`src/rtl/sd_ssp_engine_pkg.sv`:
```
`default_nettype none
// +-----------------------------------------------------------------------+
// | sd_pkg -- shared state, status and prescaler definitions for sd_ssp   |
// | Rev 1.0                                                                |
// +-----------------------------------------------------------------------+
package sd_pkg;

  typedef enum logic [1:0] {
    IDLE = 2'd0,
    LOW  = 2'd1,
    HIGH = 2'd2,
    DONE = 2'd3
  } state_e;

  localparam int STAT_BUSY = 0;
  localparam int STAT_DONE = 1;
  localparam int STAT_OVR  = 2;

  localparam logic [7:0] DEFAULT_PRES = 8'd4;

  // A prescaler of zero would stall the half-period counter, so it runs as 1.
  function automatic logic [7:0] half_period(input logic [7:0] pres);
    return (pres == 8'd0) ? 8'd1 : pres;
  endfunction

endpackage
`default_nettype wire

```
`src/rtl/sd_ssp_engine_if.sv`:
```
`default_nettype none
// +-----------------------------------------------------------------------+
// | sd_ssp_engine_if -- register-block side of the SD shift engine        |
// | Rev 1.0                                                                |
// +-----------------------------------------------------------------------+
interface sd_ssp_engine_if;

  logic       sspshif_i;
  logic [7:0] ssppres_i8;
  logic [7:0] ssptdat_i8;
  logic [7:0] ssprdat_o8;
  logic [7:0] sspstat_o8;

  modport master (
    output sspshif_i,
    output ssppres_i8,
    output ssptdat_i8,
    input  ssprdat_o8,
    input  sspstat_o8
  );

  modport slave (
    input  sspshif_i,
    input  ssppres_i8,
    input  ssptdat_i8,
    output ssprdat_o8,
    output sspstat_o8
  );

endinterface
`default_nettype wire

```
`src/rtl/sd_ssp_engine_sync.sv`:
```
`default_nettype none
// +-----------------------------------------------------------------------+
// | sd_sync -- N-flop synchroniser with asynchronous active-high reset    |
// | Rev 1.0                                                                |
// +-----------------------------------------------------------------------+
module sd_sync #(
  parameter int N = 2
) (
  input  logic clk_i,
  input  logic rst_i,
  input  logic d_i,
  output logic q_o
);

  logic [N-1:0] sync_q;

  always_ff @(posedge clk_i or posedge rst_i) begin
    if (rst_i) begin
      sync_q <= '0;
    end else begin
      sync_q <= {sync_q[N-2:0], d_i};
    end
  end

  assign q_o = sync_q[N-1];

endmodule
`default_nettype wire

```
`src/rtl/sd_ssp_engine.sv`:
```
`default_nettype none
// +-----------------------------------------------------------------------+
// | sd_ssp_engine -- SPI mode-0 full-duplex byte shift engine for SD cards |
// | Rev 1.0                                                                |
// +-----------------------------------------------------------------------+
module sd_ssp_engine
  import sd_pkg::*;
#(
  parameter int SYNC_STAGES = 2,
  parameter bit IDLE_MOSI   = 1'b1
) (
  input  logic           clk_i,
  input  logic           rst_i,
  sd_ssp_engine_if.slave bus,
  output logic           sclk_o,
  output logic           mosi_o,
  input  logic           miso_i
);

  logic       shif_s;
  logic       miso_s;
  logic       start;
  logic       shif_prev_q;

  state_e     state_q, state_d;
  logic [7:0] cnt_q, cnt_d;
  logic [7:0] half_q, half_d;
  logic [7:0] shreg_q, shreg_d;
  logic [7:0] rdat_q, rdat_d;
  logic [2:0] bitcnt_q, bitcnt_d;
  logic       sclk_q, sclk_d;
  logic       mosi_q, mosi_d;
  logic       busy_q, busy_d;
  logic       done_q, done_d;
  logic       ovr_q, ovr_d;

  sd_sync #(.N(SYNC_STAGES)) u_shif_sync (
    .clk_i (clk_i),
    .rst_i (rst_i),
    .d_i   (bus.sspshif_i),
    .q_o   (shif_s)
  );

  sd_sync #(.N(2)) u_miso_sync (
    .clk_i (clk_i),
    .rst_i (rst_i),
    .d_i   (miso_i),
    .q_o   (miso_s)
  );

  assign start = shif_s & ~shif_prev_q;

  always_ff @(posedge clk_i or posedge rst_i) begin
    if (rst_i) begin
      state_q     <= IDLE;
      shif_prev_q <= 1'b0;
      cnt_q       <= 8'd0;
      half_q      <= 8'd0;
      shreg_q     <= 8'd0;
      rdat_q      <= 8'd0;
      bitcnt_q    <= 3'd0;
      sclk_q      <= 1'b0;
      mosi_q      <= IDLE_MOSI;
      busy_q      <= 1'b0;
      done_q      <= 1'b0;
      ovr_q       <= 1'b0;
    end else begin
      state_q     <= state_d;
      shif_prev_q <= shif_s;
      cnt_q       <= cnt_d;
      half_q      <= half_d;
      shreg_q     <= shreg_d;
      rdat_q      <= rdat_d;
      bitcnt_q    <= bitcnt_d;
      sclk_q      <= sclk_d;
      mosi_q      <= mosi_d;
      busy_q      <= busy_d;
      done_q      <= done_d;
      ovr_q       <= ovr_d;
    end
  end

  always_comb begin
    state_d  = state_q;
    cnt_d    = cnt_q;
    half_d   = half_q;
    shreg_d  = shreg_q;
    rdat_d   = rdat_q;
    bitcnt_d = bitcnt_q;
    sclk_d   = sclk_q;
    mosi_d   = mosi_q;
    busy_d   = busy_q;
    done_d   = done_q;
    ovr_d    = ovr_q;

    case (state_q)
      IDLE: begin
        if (start) begin
          half_d   = half_period(bus.ssppres_i8);
          cnt_d    = half_period(bus.ssppres_i8);
          shreg_d  = bus.ssptdat_i8;
          bitcnt_d = 3'd0;
          mosi_d   = bus.ssptdat_i8[7];
          busy_d   = 1'b1;
          done_d   = 1'b0;
          ovr_d    = 1'b0;
          state_d  = LOW;
        end
      end
      LOW: begin
        if (cnt_q == 8'd1) begin
          cnt_d   = half_q;
          sclk_d  = 1'b1;
          shreg_d = {shreg_q[6:0], miso_s};
          state_d = HIGH;
        end else begin
          cnt_d = cnt_q - 8'd1;
        end
      end
      HIGH: begin
        if (cnt_q == 8'd1) begin
          cnt_d  = half_q;
          sclk_d = 1'b0;
          // Data and status are committed together so they appear in DONE as one coherent update.
          if (bitcnt_q == 3'd7) begin
            rdat_d  = shreg_q;
            busy_d  = 1'b0;
            done_d  = 1'b1;
            mosi_d  = IDLE_MOSI;
            state_d = DONE;
          end else begin
            bitcnt_d = bitcnt_q + 3'd1;
            mosi_d   = shreg_q[7];
            state_d  = LOW;
          end
        end else begin
          cnt_d = cnt_q - 8'd1;
        end
      end
      DONE: begin
        state_d = IDLE;
      end
      default: begin
        state_d = IDLE;
      end
    endcase

    if (start && (state_q != IDLE)) begin
      ovr_d = 1'b1;
    end
  end

  always_comb begin
    bus.sspstat_o8            = 8'd0;
    bus.sspstat_o8[STAT_BUSY] = busy_q;
    bus.sspstat_o8[STAT_DONE] = done_q;
    bus.sspstat_o8[STAT_OVR]  = ovr_q;
  end

  assign bus.ssprdat_o8 = rdat_q;
  assign sclk_o         = sclk_q;
  assign mosi_o         = mosi_q;

endmodule
`default_nettype wire

```
`src/flat_wrapper.sv`:
```
// flat-port wrapper written by rule: the top's interface ports become plain ports
module sd_ssp_engine_flat import sd_pkg::*;
#(
  parameter int SYNC_STAGES = 2,
  parameter bit IDLE_MOSI   = 1'b1
)
  (clk_i, rst_i, sclk_o, mosi_o, miso_i, bus_sspshif_i, bus_ssppres_i8, bus_ssptdat_i8, bus_ssprdat_o8, bus_sspstat_o8);
  sd_ssp_engine_if bus_i ();
  input  logic clk_i;
  input  logic rst_i;
  output logic sclk_o;
  output logic mosi_o;
  input  logic miso_i;
  input wire logic [$bits(bus_i.sspshif_i)-1:0] bus_sspshif_i;
  input wire logic [$bits(bus_i.ssppres_i8)-1:0] bus_ssppres_i8;
  input wire logic [$bits(bus_i.ssptdat_i8)-1:0] bus_ssptdat_i8;
  output wire logic [$bits(bus_i.ssprdat_o8)-1:0] bus_ssprdat_o8;
  output wire logic [$bits(bus_i.sspstat_o8)-1:0] bus_sspstat_o8;
  assign bus_i.sspshif_i = bus_sspshif_i;
  assign bus_i.ssppres_i8 = bus_ssppres_i8;
  assign bus_i.ssptdat_i8 = bus_ssptdat_i8;
  assign bus_ssprdat_o8 = bus_i.ssprdat_o8;
  assign bus_sspstat_o8 = bus_i.sspstat_o8;
  sd_ssp_engine #(.SYNC_STAGES(SYNC_STAGES), .IDLE_MOSI(IDLE_MOSI)) u_core (.clk_i(clk_i), .rst_i(rst_i), .bus(bus_i), .sclk_o(sclk_o), .mosi_o(mosi_o), .miso_i(miso_i));
endmodule
```
`config.mk`:
```
export PLATFORM = sky130hd
export DESIGN_NAME = sd_ssp_engine_flat
export DESIGN_NICKNAME = d
export VERILOG_FILES = /design/src/rtl/sd_ssp_engine_pkg.sv /design/src/rtl/sd_ssp_engine_if.sv /design/src/rtl/sd_ssp_engine_sync.sv /design/src/rtl/sd_ssp_engine.sv /design/src/flat_wrapper.sv
export SDC_FILE = /design/constraint.sdc
export NUM_CORES = 1
export LEC_CHECK = 0
export ABC_AREA = 1
export BUFFER_PORTS_ARGS = -buffer_cell sky130_fd_sc_hd__buf_2
export CORE_MARGIN = 3
export CORE_UTILIZATION = 56
export DETAILED_ROUTE_END_ITERATION = 7
export GPL_TIMING_DRIVEN = 0
export PLACE_DENSITY_LB_ADDON = 0.08
export SLEW_MARGIN = 20
export SYNTH_ARGS = -nofsm -noshare
export SYNTH_HDL_FRONTEND = slang
export SYNTH_SLANG_ARGS = --single-unit
```
`constraint.sdc`:
```
create_clock -name clk_i -period 1.8 [get_ports clk_i]
set_input_delay 0.18 -clock clk_i [delete_from_list [all_inputs] [get_ports clk_i]]
set_output_delay 0.18 -clock clk_i [all_outputs]
set_load 0.02 [all_outputs]
```
# Word level (Yosys, flattened, before mapping)
# Index checks and enable logic that the tools add are counted.
# word_totals
word_cells	82
out_inout_bits	18
ff_bits	47
input_bits	20
# op_classes
mux	33
eq_ne	10
bitwise_logic	2
n_reduce_logical	21
n_addsub	2
# op_table
cell	n
$mux 8	5
$pmux 8 s2	2
$reduce_and 3->1	5
$reduce_bool 2->1	7
$mux 1	13
$mux 3	3
$eq 8x1->1 const B	1
$logic_not 8->1	1
$mux 2	4
$ne 2x1->1 const B	4
$pmux 1 s2	4
$pmux 2 s4	1
$reduce_and 4->1	2
$sub 8x1->8 const B	1
$pmux 3 s2	1
$reduce_and 2->1	3
$eq 2x2->1 const B	2
$add 3x1->3 const B	1
$eq 3x3->1 const B	1
$eq 2x1->1 const B	1
$logic_not 2->1	1
$ne 2x2->1 const B	1
$reduce_or 2->1	1
$and 1x1->1	1
2 further kinds	2

# Depth between registers and ports, before layout
# Gate-level depths: netlist of run 1.
# depth
word_depth	5
ltp_mapped	11
ltp_nobuf	10

# Cells and area by module
# Synthesis of run 1 repeated with hierarchy kept, for this count alone.
# unflattened
hier_cells	293
hier_area_um2	2580.0
# modules_own_cells
mod	seq_area_each_um2	n_inst	cells_each	area_each_um2
sd_ssp_engine	1077.3	1	287	2472.4
sd_sync	50.0	2	3	53.8

# Worst setup path after synthesis of run 1
# OpenSTA, ideal clock, no wires.
# synth_path
path_kind	reg-to-reg
from	reg u_core.state_q[1]
to	reg u_core.shreg_q[5]
stages_incl_launch_ff	9
setup_ps	127
path_buffers	1
slack_ps	218
period_less_slack_ps	1582
arrival_ps	1455
cell_sequence	dfrtp_1 -> inv_1 -> ha_1 -> inv_2 -> nor2_4 -> inv_2 -> a22oi_4 -> buf_2 -> o21ai_0
# synth_between
elab_chain_len	3
# synth_rtl
item	line	source
from (decl)	sd_ssp_engine.sv:25	state_e state_q, state_d;
from (signal assigned)	sd_ssp_engine.sv:68	state_q <= state_d;
$eq 2x1->1 / $logic_not 2->1 (equally long branches)	sd_ssp_engine.sv:96	case (state_q)
$ne 2x1->1 (no line) / $reduce_bool 2->1 (equally long branches)	n/a	
$reduce_and 3->1 (no line)	n/a	
to (signal assigned)	sd_ssp_engine.sv:72	shreg_q <= shreg_d;
to (decl)	sd_ssp_engine.sv:28	logic [7:0] shreg_q, shreg_d;
# Parallel ways exist; a longest one is shown, timed or not.
# A chain may end at the register's enable or synchronous reset.

# Worst setup path in the final report of run 1
# layout_path
from	reg u_core.cnt_q[1]
to	reg u_core.bitcnt_q[0]
# layout_between
elab_chain_len	3
# layout_rtl
item	line	source
from (decl)	sd_ssp_engine.sv:26	logic [7:0] cnt_q, cnt_d;
from (signal assigned)	sd_ssp_engine.sv:70	cnt_q <= cnt_d;
$eq 8x1->1	sd_ssp_engine.sv:121	if (cnt_q == 8'd1) begin
$ne 2x1->1 (no line)	n/a	
$reduce_and 4->1 (no line)	n/a	
to (signal assigned)	sd_ssp_engine.sv:74	bitcnt_q <= bitcnt_d;
to (decl)	sd_ssp_engine.sv:30	logic [2:0] bitcnt_q, bitcnt_d;
# No other way between the ends.

==> results of run 1 <==
## path summary, 6_finish.rpt
kind	slack [ps]	cells past startpoint	to	start
worst max-delay path	110	10	u_core.bitcnt_q[0]$_DFFE_PP0P_	u_core.cnt_q[1]$_DFFE_PP0P_
worst min-delay path	100	3	u_core.half_q[7]$_DFFE_PP0P_	bus_ssppres_i8[7]
worst max register to register	110	10	u_core.bitcnt_q[0]$_DFFE_PP0P_	u_core.cnt_q[1]$_DFFE_PP0P_
worst min register to register	360	0	u_core.u_miso_sync.sync_q[1]$_DFF_PP0_	u_core.u_miso_sync.sync_q[0]$_DFF_PP0_
max in group asynchronous	790	4	u_core.mosi_o$_DFFE_PP1P_	rst_i
min in group asynchronous	430	3	u_core.u_shif_sync.sync_q[0]$_DFF_PP0_	rst_i
## per-layer routing
| layer | part of all wire | wire length (µm) | GRT usage |
|---|---|---|---|
| met1 | 0.46 | 2380 | 0.279 |
| met2 | 0.47 | 2440 | 0.358 |
| met3 | 0.066 | 344 | 0.0471 |
| met4 | 0.012 | 62 | 0.0738 |
| met5 | 0 | 0 | 0 |
## sequential cells by signal, indices dropped and copies added, names as in the netlist, 2 cells and up
name,cells
u_core.u_miso_sync.sync_q,2
u_core.bitcnt_q,3
u_core.cnt_q,8
u_core.u_shif_sync.sync_q,2
u_core.state_q,2
u_core.half_q,8
u_core.bus.ssprdat_o8,8
u_core.shreg_q,8
## cells by family (layout without fill, tap and decap cells)
| kind of cell | count (synthesis) | count (layout) |
|---|---|---|
| adders and majority gates | 7 | 7 |
| buffers and inverters | 48 | 99 |
| other | 1 | 5 |
| DFF | 47 | 47 |
| and+or+nand+nor | 136 | 136 |
| xor gates and xnor gates | 1 | 1 |
| AOI/OAI and AO/OA | 61 | 61 |
| muxes | 1 | 1 |
## final cells by class
| class | count | share of cell area |
|---|---|---|
| plain buffers | 15 | 0.0404 |
| multi-input cells | 211 | 0.378 |
| flip-flops and latches | 47 | 0.401 |
| clock buffers | 5 | 0.0234 |
| inverters | 33 | 0.0421 |
| well taps | 50 | 0.0213 |
| repair buffers | 43 | 0.0894 |
| clock inverters | 3 | 0.00511 |
## tightest hold or removal path, stage by stage
cell     delay, ps
buf_2          100
nand2_1         50
nand2_1         40
## synth_stat cells, drive strengths merged (2+ instances only)
library cell,instances,area (µm²)
buf,12,92.6
nand2,81,319
inv,32,120
o21ai,31,185
a21oi,27,146
clkbuf,3,11.3
ha,7,87.6
dfrtp,46,1150
nand3,16,90.1
nand4,2,12.5
nor2,36,168
## timing repair
action | CTS | global route
setup endpoints to repair | 15 | 27
resized for setup | 3 | 11
setup buffers | 0 | 7
pin swaps | 0 | 5
endpoints found under the hold margin | 22 | 0
hold buffers | 3 | 0
## cell usage in the layout (no fill, tap or decap), drive strengths merged
cell,instances
buf,51
a22oi,1
nand4,2
nand2,81
clkbuf,9
o21a,1
o22ai,1
a21oi,27
mux2,1
nand3,16
inv,32
conb,5
nor3,1
dlygate4sd3,3
xnor2,1
nor2,36
clkinv,4
dfstp,1
ha,7
o21ai,31
dfrtp,46
## metrics by stage
stage,cells,worst slack (ps)
floorplan,306,218
global placement,388,-88.8
detailed placement,389,-33.9
CTS,400,11.6
global route,407,-14.2
finish,407,114
## power groups by stage
| stage | Sequential (W) | Combinational, W | Clock (W) |
|---|---|---|---|
| floorplan | 0.00164 | 0.00166 | 0 |
| global placement | 0.00166 | 0.00206 | 0 |
| detailed placement | 0.00168 | 0.00211 | 0 |
| CTS | 0.00166 | 0.00217 | 0.000631 |
| global route | 0.00170 | 0.00265 | 0.000668 |
| finish | 0.00166 | 0.00234 | 0.000624 |
==> out/metrics.cfg, run 1 <==
[floorplanning]
start_util = 0.598
rows = 23
dieWidth_um = 72.5
ioPinCount = 38
die_height_um = 72.5
core_um2 = 4140
fp.dieArea_um2 = 5260

[finish]
seq_area_um2 = 1180
nNetsFinal = 383
finish.utilization = 0.709
diodes = 0
syn_to_final_growth_pct = 18.6
multi_input_area_um2 = 1110
fin_area_um2 = 2940
fill_cells = 353
drive_gt1_frac = 0.272

[clocking]
cts.htree.levels = 2
cts_tree = done
cts_sinks = 47
cts.path.max_buffers = 2
root_buffer = clkbuf_8
clock_latency_ps = 310
cts_made_buffers = 5
clkTransAtPathRegs_ps = 90

[global_routing]
antenna_found_initial = 0
grt_pass1_wl_um = 8890
grt_usage = 0.215
grt_max_degree = 28
grt_pass1_vias = 1989
grt_overflow = 0

[power]
clockPowerShare = 0.135
sw_frac_of_total = 0.440
p_int_w = 0.00259
power_switching_w = 0.00204
ir_drop_mv = 1.13
power_density_nw_per_um2 = 1570
p_comb_frac = 0.506
seq_power_share = 0.359
power_w = 0.00463
leakagePower_nw = 1.50

[logic_synthesis]
synth_cell_type_count = 30
syn_avg_cell_area_um2 = 8.20
synthMuxAreaShare = 0.00455
synth_top_family_by_area = simple AND/OR/NAND/NOR gates
postSynth.asyncResetShare = 1.00
netlist_area_um2 = 2480
synth_xor_area_frac = 0.00354
synth_ff_type = dfrtp_1
yosys_warnings = 0
netlist_instances = 302
yosysSeqAreaShare = 0.475
synth-simple-area-share = 0.240
synth-edff-count = 0
synth-seq-cells = 47
synth_fa_ha_area_frac = 0.0354
synth_compound_area_frac = 0.148

[critical_path]
critPathCaptureType = register
path_max_fanout = 8
crit_required_ps = 1990
critical_path.most_common_cell = nand2_1
critPathBufInv = 2
arrival_ps = 1880
slowest_stage = dfrtp_1
crit_chain = inv_2 -> ha_2 -> nand2_1 -> nor2_2 -> nand2_2 -> buf_8 -> a21oi_4 -> nand3_2 -> nand2_1 -> nand2_1
cp_slowest_stage_delay_ps = 400
path_class = register to register
crit_path_start_kind = register
crit_family = simple AND/OR/NAND/NOR gates

[sta]
maxClockFrequency_mhz = 593
fin_crit_ps = 1690
whs_ps = 101
setup_viol = 0
fin_skew_ps = 12.9
setup_tns_ps = 0
period_share = 0.937
hold_viol_final = 0
finalMaxSlewViolations = 0

[job]
max_cap_violations = 0

[outcome]
status = finished, final reports clean

[detailed_routing]
drt_iter0_markers = 193
viasPerCell = 5.11
firstDrtPassIters = 4
ant_nets = 0
wl_um = 5220
avgRoutedWirePerCell_um = 12.8
remaining_drc_errors = 0
via_count = 2080

[placement]
routabilityCongestion = 0.895
port_buffers = 32
dpl.hpwl_um = 3700
dpl_cell_area_um2 = 2740

[hold_path]
hold_path_class = input pin to register

Power figures use the tool's default switching activity.
==> inputs of run 2 (changes only) <==
CORE_UTILIZATION = 51   (was 56)
CTS_BUF_LIST = sky130_fd_sc_hd__clkbuf_16   (was default)
clock period = 1.5 ns   (was 1.8 ns; I/O delays follow)
==> run 2 against run 1 <==
Compared with the run above: clock power up 99%; sequential cell count unchanged; count of clock-buffer cells in the layout unchanged; clock skew shrank 6.7 ps; die area rose by 9.0%; critical path depth shrank 2; global-route usage increased by 0.65 points; the flow now finishes with violations (negative setup slack).
==> out/metrics.cfg, run 2 (same netlist as run 1, synthesis figures left out) <==
[outcome]
status = finished with violations
violations = negative setup slack

[detailed_routing]
firstDrtPassIters = 4
ant_nets = 0
via_count = 2261
viasPerCell = 5.01
drt_iter0_markers = 152
wl_um = 6060
remaining_drc_errors = 0
avgRoutedWirePerCell_um = 13.4

[global_routing]
grt_use_met3 = 0.0356
grt_use_met1 = 0.290
busiest_layer = met2
grt_pass1_vias = 2047
grt_max_degree = 30
grtUsageMet2 = 0.373
antenna_found_initial = 0
grt_overflow = 0
grt_pass1_wl_um = 9450
grt_usage = 0.222

[critical_path]
critPathCaptureType = register
path_max_fanout = 7
crit_path_start_kind = register
rrSetupSlack_ps = -70
arrival_ps = 1790
reg2reg_depth = 8
path_class = register to register
worstReg2RegEnd = u_core.shreg_q[1]$_DFFE_PP0P_
crit_required_ps = 1720
r2r-start = u_core.state_q[0]$_DFFE_PP0P_
crit_start = u_core.state_q[0]$_DFFE_PP0P_
endpoint = u_core.shreg_q[1]$_DFFE_PP0P_

[sta]
hold_viol_final = 0
setup_tns_ps = -1020
maxClockFrequency_mhz = 636
setup_ws_ps = -71.2
finalMaxSlewViolations = 0
fin_skew_ps = 6.11
rsz0062_at_grt = yes
period_share = 1.05
fin_crit_ps = 1570
setup_viol = 25

[floorplanning]
start_util = 0.546
dieWidth_um = 75.7
rows = 24
core_um2 = 4530
die_height_um = 75.7
ioPinCount = 38
fp.dieArea_um2 = 5730

[clocking]
clkTransAtPathRegs_ps = 60
cts.htree.levels = 2
cts.path.max_buffers = 2
clock_latency_ps = 290
cts_sinks = 47
cts_made_buffers = 5
cts_tree = done
root_buffer = clkbuf_16

[power]
ir_drop_mv = 1.52
power_density_nw_per_um2 = 2050
leakagePower_nw = 1.76

[finish]
nNetsFinal = 412
diodes = 0
final_cell_mix = nand2_1 (53), dfrtp_1 (46), buf_4 (36)
layout_commonest_cell = nand2_1
syn_to_final_growth_pct = 41.5
drive_gt1_frac = 0.415

[hold_path]
hold_path_class = input pin to register

[placement]
port_buffers = 32
dpl.hpwl_um = 3730
routabilityCongestion = 0.898
pre_cts_ws_ps = -198

[job]
max_cap_violations = 0

[run 2: worst min path at each step]
stage / from / endpoint / slack, ps / depth (start not counted)
after global placement: miso_i / u_core.u_miso_sync.sync_q[0]$_DFF_PP0_ / 260 / 1
after CTS: bus_ssppres_i8[2] / u_core.half_q[2]$_DFFE_PP0P_ / 100 / 3
after global routing: bus_ssppres_i8[2] / u_core.half_q[2]$_DFFE_PP0P_ / 110 / 3
final: bus_ssppres_i8[2] / u_core.half_q[2]$_DFFE_PP0P_ / 100 / 3
after floorplan: miso_i / u_core.u_miso_sync.sync_q[0]$_DFF_PP0_ / 180 / 0
after detailed placement: rst_i / u_core.bitcnt_q[0]$_DFFE_PP0P_ / 170 / 2
[run 2: per-stage QoR]
stage	power [W]	hold slack (ps)	instances	utilization	instance area (µm²)
global route	0.00769	112	451	0.773	3510
floorplan	0.00407	181	306	-	2530
CTS	0.00666	96.3	441	0.734	3330
finish	0.00720	99.3	451	0.773	3510
detailed placement	0.00467	172	404	0.615	2790
global placement	0.00459	259	403	0.611	2770
[run 2: cell type report]
class | count | area [µm²]
buffer | 15 | 140
clock buffer | 5 | 125
clock inverter | 3 | 38.8
fill | 309 | 1030
inverter | 33 | 136
multi-input combinational | 211 | 1270
sequential | 47 | 1180
tap | 65 | 81.3
timing repair buffer | 72 | 536
[run 2: timing repair]
item	CTS	global route
gates resized for setup	35	39
endpoints found under the setup margin	38	41
gates cloned	2	0
setup buffers	24	10
hold buffers	3	0
pin swaps	7	9
hold endpoints to repair	20	0
[run 2: power by group]
| group | switching, W | internal (W) |
|---|---|---|
| clock network | 0.000462 | 0.000777 |
| logic | 0.00218 | 0.00176 |
| registers | 0.000298 | 0.00172 |
| total | 0.00294 | 0.00426 |
[run 2: metal layers]
layer	routed length, µm	part of all wire
met5	0	0
met4	82	0.014
met2	3080	0.51
met1	2620	0.43
met3	275	0.045
[run 2: worst max-delay path, stage by stage, from the launching register on]
cell and delay, ps:
dfrtp_1 410, buf_4 150, ha_1 190, buf_6 130, buf_4 130, a22oi_4 220
buf_12 160, nand2_2 40, o21ai_1 60
==> inputs of run 3 (changes only) <==
CORE_MARGIN = 1   (was 3)
MAX_ROUTING_LAYER = met4   (was default)
==> run 3 against run 2 <==
Compared with the run above: the run still ends with negative setup slack left; setup slack got worse by 55 ps; sequential share of layout area rose by 2.5 points; count of clock-buffer cells in the layout stayed put; die area down 10%; clock skew rose by 0.77 ps; utilization down 4.8 points; critical endpoint is now u_core.bitcnt_q[2]$_DFFE_PP0P_; largest power group unchanged.
==> out/metrics.cfg, run 3 (same netlist as run 1, synthesis figures left out) <==
[sta]
period_share = 1.08
whs_ps = 101
fin_skew_ps = 6.88
maxClockFrequency_mhz = 615
finalMaxSlewViolations = 0
rsz0062_at_grt = yes
fin_crit_ps = 1630
setup_ws_ps = -126
hold_viol_final = 0
setup_viol = 32
setup_tns_ps = -1810

[detailed_routing]
drt_iter0_markers = 159
wl_met1_um = 2570
ant_nets = 0
wl_um = 5890
avgRoutedWirePerCell_um = 13.8
remaining_drc_errors = 0
wl_met2_um = 3000
maxUsedRoutingLayer = met4
met3_length_um = 251
viasPerCell = 5.23
firstDrtPassIters = 4
via_count = 2238

[finish]
finish.utilization = 0.726
final_cell_mix = nand2_1 (69), dfrtp_1 (44), buf_2 (32)
drive_gt1_frac = 0.359
layout_commonest_cell = nand2_1
syn_to_final_growth_pct = 31.9
nNetsFinal = 402
diodes = 0
fill_cells = 347

[critical_path]
crit_required_ps = 1680
crit_chain = inv_1 -> nand2_2 -> nor2_4 -> nand2_2 -> buf_8 -> a21oi_4 -> nand3_2 -> nand2_1 -> nand2_1
slowest_stage = dfrtp_2
path_max_fanout = 8
crit_path_start_kind = register
critPathCaptureType = register
path_class = register to register
arrival_ps = 1800
cp_slowest_stage_delay_ps = 430

[global_routing]
grt_max_degree = 30
antenna_found_initial = 0
grt_pass1_wl_um = 9730
grt_usage = 0.252
grt_pass1_vias = 2203
grt_overflow = 0

[outcome]
status = finished with violations
violations = negative setup slack

[power]
seq_power_share = 0.303
p_int_w = 0.00385
clockPowerShare = 0.164
power_density_nw_per_um2 = 2040
ir_drop_mv = 1.31
p_comb_frac = 0.533
sw_frac_of_total = 0.424
power_switching_w = 0.00283
power_w = 0.00668
leakagePower_nw = 1.65

[placement]
port_buffers = 32
dpl.hpwl_um = 3750
routabilityCongestion = 0.899

[clocking]
cts_tree = done
cts.path.max_buffers = 2
clock_latency_ps = 280
root_buffer = clkbuf_16
cts_made_buffers = 5
cts.htree.levels = 2
clkTransAtPathRegs_ps = 70
cts_sinks = 47

[floorplanning]
start_util = 0.550
fp.dieArea_um2 = 5140
dieWidth_um = 71.7
die_height_um = 71.7
core_um2 = 4500
rows = 24
ioPinCount = 38

[hold_path]
hold_path_class = input pin to register

[job]
max_cap_violations = 0

run 3: changes by cell type in the layout (fill, tap and decap cells not counted), moves of 2 or more:
cell | previous run | this run
nand2_4 | 7 | 1
nand3_2 | 1 | 3
dfrtp_1 | 46 | 44
nand2_2 | 21 | 11
buf_4 | 36 | 28
nand2_1 | 53 | 69
clkinv_2 | 2 | 0
o21ai_1 | 7 | 9
dfrtp_2 | 0 | 2
run 3: worst paths after layout:
check	start	to	slack (ps)	cells past startpoint
setup / recovery	u_core.cnt_q[3]$_DFFE_PP0P_	u_core.bitcnt_q[2]$_DFFE_PP0P_	-130	9
hold / removal	bus_ssppres_i8[7]	u_core.half_q[7]$_DFFE_PP0P_	100	3
setup reg to reg	u_core.cnt_q[3]$_DFFE_PP0P_	u_core.bitcnt_q[2]$_DFFE_PP0P_	-130	9
hold reg to reg	u_core.u_shif_sync.sync_q[0]$_DFF_PP0_	u_core.u_shif_sync.sync_q[1]$_DFF_PP0_	350	0
max in group asynchronous	rst_i	u_core.mosi_o$_DFFE_PP1P_	520	4
min in group asynchronous	rst_i	u_core.bitcnt_q[0]$_DFFE_PP0P_	410	3
run 3: what timing repair did:
item	4_1_cts	5_1_grt
hold buffers	3	0
gates cloned	2	0
endpoints found under the setup margin	39	33
hold endpoints to repair	20	0
gates resized for setup	22	26
pin swaps	5	2
setup buffers	18	6
run 3: final cells by class:
class,count,area [µm²],share of cell area
clock buffer,5,125,0.0383
multi-input combinational,211,1180,0.361
tap,52,65.1,0.0199
buffer,15,138,0.0421
sequential,47,1180,0.361
inverter,33,133,0.0406
timing repair buffer,62,428,0.131
clock inverter,3,20.0,0.00613
run 3: power groups by stage:
stage / Combinational, W / Sequential [W] / Clock (W)
6_report: 0.00356 / 0.00202 / 0.00109
5_1_grt: 0.00393 / 0.00207 / 0.00116
4_1_cts: 0.00323 / 0.00200 / 0.00110
3_5_place_dp: 0.00265 / 0.00202 / 0
3_3_place_gp: 0.00258 / 0.00201 / 0
2_1_floorplan: 0.00209 / 0.00198 / 0
run 3: per-stage QoR:
| step | instances | worst slack (ps) | area, µm² |
|---|---|---|---|
| after floorplan | 306 | -9.25 | 2530 |
| after global placement | 390 | -395 | 2750 |
| final | 428 | -126 | 3270 |
| after CTS | 422 | -48.7 | 3170 |
| after global routing | 428 | -209 | 3270 |
| after detailed placement | 391 | -211 | 2770 |
run 3: worst max-delay path, delay by kind of cell, from the launching register on:
family          cells  cell delay (ps)
simple gates        6              600
flops               1              430
compound gates      1              260
buf+inv             2              240
run 3: per-layer routing:
metal	up-vias	GRT usage
li1	1102	-
met1	1069	0.301
met2	61	0.429
met3	6	0.0422
met4	0	0.0915
met5	-	-
